--- config.mk ---
export PLATFORM = sky130hd
export DESIGN_NAME = hrd_board_scan
export DESIGN_NICKNAME = d
export VERILOG_FILES = /design/src/rtl/hrd_board_scan.sv
export SDC_FILE = /design/constraint.sdc
export NUM_CORES = 1
export LEC_CHECK = 0
export ABC_CLOCK_PERIOD_IN_PS = 6110
export BUFFER_PORTS_ARGS = -buffer_cell sky130_fd_sc_hd__buf_2
export CAP_MARGIN = 10
export CORE_UTILIZATION = 60
export CTS_BUF_LIST = sky130_fd_sc_hd__clkbuf_16
export DETAILED_ROUTE_END_ITERATION = 8
export GPL_ROUTABILITY_DRIVEN = 0
export PLACE_DENSITY = 0.79
export SYNTH_ARGS = -nofsm -noshare
export SYNTH_HDL_FRONTEND = slang
export SYNTH_SLANG_ARGS = --single-unit
--- constraint.sdc ---
create_clock -name clk -period 6.11 [get_ports clk]
set_input_delay 1.833 -clock clk [delete_from_list [all_inputs] [get_ports clk]]
set_output_delay 1.833 -clock clk [all_outputs]
set_load 0.02 [all_outputs]
--- src/rtl/hrd_board_scan.sv ---
// hrd_board_scan: VGA scan -> Klotski board cell lookup with frame-synchronous shadow board commit
// Optional cursor frame output is enabled by defining HRD_HILITE_EN.
module hrd_board_scan #(
  parameter int X0 = 192,
  parameter int Y0 = 80,
  parameter int CELL_LG2 = 6,
  parameter logic SYNC_ACT = 1'b0
) (
  input  logic clk,
  input  logic rst,
  input  logic [9:0] col,
  input  logic [8:0] row,
  input  logic de_in,
  input  logic hs_in,
  input  logic vs_in,
  output logic [4:0] sel,
  output logic [CELL_LG2-1:0] u_off,
  output logic [CELL_LG2-1:0] v_off,
  output logic de_o,
  output logic hs_o,
  output logic vs_o,
  input  logic upd_valid,
  output logic upd_ready,
  input  logic [4:0] upd_cell,
  input  logic [4:0] upd_id,
  input  logic upd_commit,
  output logic commit_pend,
  output logic commit_done,
`ifdef HRD_HILITE_EN
  input  logic [4:0] cur_cell,
  input  logic cur_en,
  output logic hilite,
`endif
  output logic upd_err
);
  logic [4:0] active [20];
  logic [4:0] shadow [20];
  logic [9:0] dx, dxc;
  logic [8:0] dy, dyc;
  logic in_c;
  logic [4:0] cell_c;
  logic in1, de1, hs1, vs1;
  logic [4:0] cell1;
  logic [CELL_LG2-1:0] u1, v1;
  logic vs_d, vs_fs;
  always_comb begin
    dx = col - 10'(X0);
    dy = row - 9'(Y0);
    dxc = dx >> CELL_LG2;
    dyc = dy >> CELL_LG2;
    in_c = de_in && col >= 10'(X0) && dx < 10'(4 << CELL_LG2) && row >= 9'(Y0) && dy < 9'(5 << CELL_LG2);
    cell_c = 5'({dyc, 2'b00} + {1'b0, dxc});
  end
`ifdef HRD_HILITE_EN
  logic hl1;
  logic hl_c;
  always_comb hl_c = in_c && cell_c == cur_cell && cur_en &&
    (dx[CELL_LG2-1:0] == '0 || &dx[CELL_LG2-1:0] || dy[CELL_LG2-1:0] == '0 || &dy[CELL_LG2-1:0]);
  always_ff @(posedge clk)
    if (rst) begin
      hl1 <= 1'b0;
      hilite <= 1'b0;
    end else begin
      hl1 <= hl_c;
      hilite <= hl1;
    end
`endif
  always_ff @(posedge clk)
    if (rst) begin
      {in1, de1, de_o} <= '0;
      {hs1, vs1, hs_o, vs_o} <= {4{~SYNC_ACT}};
      cell1 <= '0;
      {u1, v1, u_off, v_off} <= '0;
      sel <= '0;
    end else begin
      in1 <= in_c;
      cell1 <= cell_c;
      u1 <= dx[CELL_LG2-1:0];
      v1 <= dy[CELL_LG2-1:0];
      {de1, hs1, vs1} <= {de_in, hs_in, vs_in};
      sel <= in1 ? active[cell1] : 5'd0;
      u_off <= in1 ? u1 : '0;
      v_off <= in1 ? v1 : '0;
      {de_o, hs_o, vs_o} <= {de1, hs1, vs1};
    end
  // copy and write are mutually exclusive because ready drops during the copy cycle
  always_comb commit_done = vs_fs && commit_pend;
  always_comb upd_ready = !commit_done;
  always_ff @(posedge clk)
    if (rst) begin
      for (int i = 0; i < 20; i++) begin
        active[i] <= '0;
        shadow[i] <= '0;
      end
      vs_d <= ~SYNC_ACT;
      vs_fs <= 1'b0;
      commit_pend <= 1'b0;
      upd_err <= 1'b0;
    end else begin
      vs_d <= vs_in;
      vs_fs <= vs_in == SYNC_ACT && vs_d != SYNC_ACT;
      commit_pend <= commit_done ? upd_commit : commit_pend | upd_commit;
      if (commit_done)
        for (int i = 0; i < 20; i++) active[i] <= shadow[i];
      if (upd_valid && upd_ready) begin
        if (upd_cell < 5'd20 && upd_id < 5'd19) shadow[upd_cell] <= upd_id;
        else upd_err <= 1'b1;
      end
    end
endmodule

==> impl_metrics.tcl <==
set metrics [dict create \
    ys_ff_latch 244 \
    r2r_start "commit_pend" \
    worstPathBufferInverterCount 2 \
    routedWlPerCell_um 19.1 \
    yosys_warnings 0 \
    num_io_pins 60 \
    synth_edf_count 200 \
    final.period_utilization_pct 56.3 \
    grt_overflow 0 \
    critical-path-top-delay-family "buffers and inverters" \
    clock_skew_ns 0.00856 \
    layout_setup_ws_ns 2.67 \
    holdWs_ns 0.418 \
    finalSetupTns_ns 0 \
    finalHoldViolCount 0 \
    layout_common_cells "200 x edfxtp_1, 181 x and2_1, 59 x buf_2" \
    hpwlAfterDp_um 11900 \
    grt_first_pass_wirelength_um 27800 \
    critical_path.cell_chain "buf_2, nand2b_4, buf_4" \
    port_buffers 59 \
    critical_path_peak_fanout 69 \
    antenna-diode-count 0 \
    antenna_violations_before_repair 0 \
    vias_after_detailed_routing 5231 \
    pre_cts_ws_ns 2.11 \
    final_common_cell "edfxtp_1" \
    clock_insertion_delay_worst_skew_ns 0.51 \
    hold_path_depth 1 \
    coreArea_sq_um 15900 \
    clk_pin_slew_worst_paths_ns 0.06 \
    leakagePower_nw 4.30 \
    dominantRegCellSynth "edfxtp_1" \
    slew-limit-headroom_pct 27.3 \
    post_cts.resized_instances 0 \
    grt_use_total_pct 22.5 \
    yosysSeqAreaShare_pct 70.2 \
    tritoncts.num_buffers 25 \
    initial_utilization_pct 61.5 \
    via_per_inst 5.53 \
    cts_hold_buffers 0 \
    r2r_cells 3 \
    holdCritStartpoint "hs1" \
    worst_pin_slew_ns 1.09 \
    fin_area_sq_um 11100 \
    clk_root_buffer_cell "clkbuf_16" \
    power_density_nw_per_um2 319 \
    avg_cell_area_syn_sq_um 15.0 \
    proportion_of_layout_cells_with_a_drive_suffix_above_1_pct 21.0 \
    post_route_drc_violation_count 0 \
    final_period_minus_worst_setup_slack_ns 3.44 \
    design.final.nets 753 \
    critPathArrivalTime_ns 3.61 \
    hold-path-endpoint "hs_o" \
    worst_r2r_endpoint "active[15][2]" \
    cts_sinks 244 \
    post-cts-setup-buffer-count 0 \
    ant_nets 0 \
    grt_start_max_net_pins 70 \
    hold_path.class "reg -> reg" \
    cap_viol_max_count 0 \
    syn-num-nets 695 \
    run_status "completed" \
    rsz0062_at_grt "no" \
    reg2reg_slack_ns 3.88 \
    die_height_um 130 \
    asyncSetResetFlopFracSynth_pct 0 \
    std_cell_rows 46 \
    dpl.cell_count 901 \
    area.growth.synth_to_final_pct 12.9 \
    number_of_library_cell_types_mapped_by_synthesis 43 \
    peakVddDrop_mv 0.248 \
    netlist_area_sq_um 9800 \
    slowest_stage "nand2b_4" \
    fmaxAchievable_mhz 291 \
    wl_um 18000 \
    netlist_instances 654 \
    crit_path_category "in -> reg" \
    cts_tree "yes" \
    dpl_cell_area_sq_um 10300 \
    required_time_at_the_worst_slack_endpoint_ns 6.28 \
    finalMaxSlewViolations 0 \
    drt_pre_antenna_iters 4 \
    grt_pass1_vias 5239 \
    finish.cell_count_without_fillers 946 \
    max_h_tree_level 1 \
    die-width_um 130 \
    cts-root-to-sink-buffers 3 \
    cp-start-kind "input pin" \
    design.die.area_sq_um 16900 \
    worst_path_largest_cell_delay_ns 0.84 \
    crit_path_capture_type "flop" \
    detailedRoute.firstIterationViolations 400 \
    finalSetupViolations 0 \
]
-- layer usage --
metal / global-route usage [%] / share of wire (%) / vias to the layer above
met1: 29.0 / 41 / 2560
met2: 38.5 / 50 / 176
li1: - / - / 2452
met5: 0 / 0 / -
met4: 8.00 / 3.2 / 0
met3: 4.18 / 5.9 / 43
-- state kept, by name, summed over array words and instances, names as in the netlist, 5 cells and up --
name,cells
active,100
cell1,5
sel,5
shadow,100
u1,6
u_off,6
v1,6
v_off,6
-- metrics by stage --
stage	utilization, %	power (W)
finish	69.4	0.00353
detailed placement	64.5	0.00209
global route	69.4	0.00363
global placement	64.5	0.00209
floorplan	-	0.00203
CTS	69.4	0.00355
-- power breakdown --
part           internal (W)  leakage, nW  switching, W
registers           0.00186         2.48     0.0000302
clock network      0.000869        0.418      0.000602
logic             0.0000694         1.40      0.000104
total               0.00279         4.30      0.000736
-- worst max path at each step --
stage                     slack (ns)  depth (start not counted)  start            end
after floorplan                 0.81                          3    rst   active[0][0]
final                           2.67                          3    rst  active[15][2]
after detailed placement        2.11                          3    rst   active[1][2]
after global placement          2.14                          3    rst   active[1][2]
after CTS                       2.64                          3    rst  active[15][2]
after global routing            2.51                          3    rst   active[0][0]
-- kinds of logic after synthesis --
family | Yosys count | share of synthesized area, %
AO/OA/AOI/OAI | 29 | 2.21
adder cells (fa/ha/maj) | 5 | 0.715
XOR/XNOR | 5 | 0.447
flip-flops | 244 | 70.2
multiplexers | 30 | 6.25
AND/OR/NAND/NOR | 300 | 18.4
buffers and inverters | 41 | 1.77
-- cell usage after synthesis (2+ instances only) --
library cell	instances	share of area, %
nor3_1	16	0.82
clkbuf_1	28	1.1
mux2i_1	5	0.51
nand4b_1	2	0.18
or2_2	23	1.5
inv_1	8	0.31
xor2_1	3	0.27
and2_1	181	12
ha_1	4	0.51
nand3_1	6	0.31
nor2_1	26	1.0
edfxtp_1	200	61
dfxtp_1	44	9.0
and3_1	7	0.45
o211ai_1	7	0.54
a211oi_1	2	0.15
o2111ai_1	2	0.18
o21ai_0	2	0.10
buf_2	2	0.10
and3b_1	3	0.27
xnor2_1	2	0.18
buf_4	2	0.15
a22oi_1	5	0.38
nor2b_1	28	1.8
a21oi_1	4	0.20
mux4_2	25	5.7
-- area by class of cell --
cell class	instances	area (sq um)
flip-flops and latches	244	6890
fillers	1058	4870
multi-input cells	369	2760
clock buffers	25	626
repair buffers	64	333
well taps	216	270
clock inverters	20	168
inverters	8	30.0
Power figures use the tool's default switching activity.
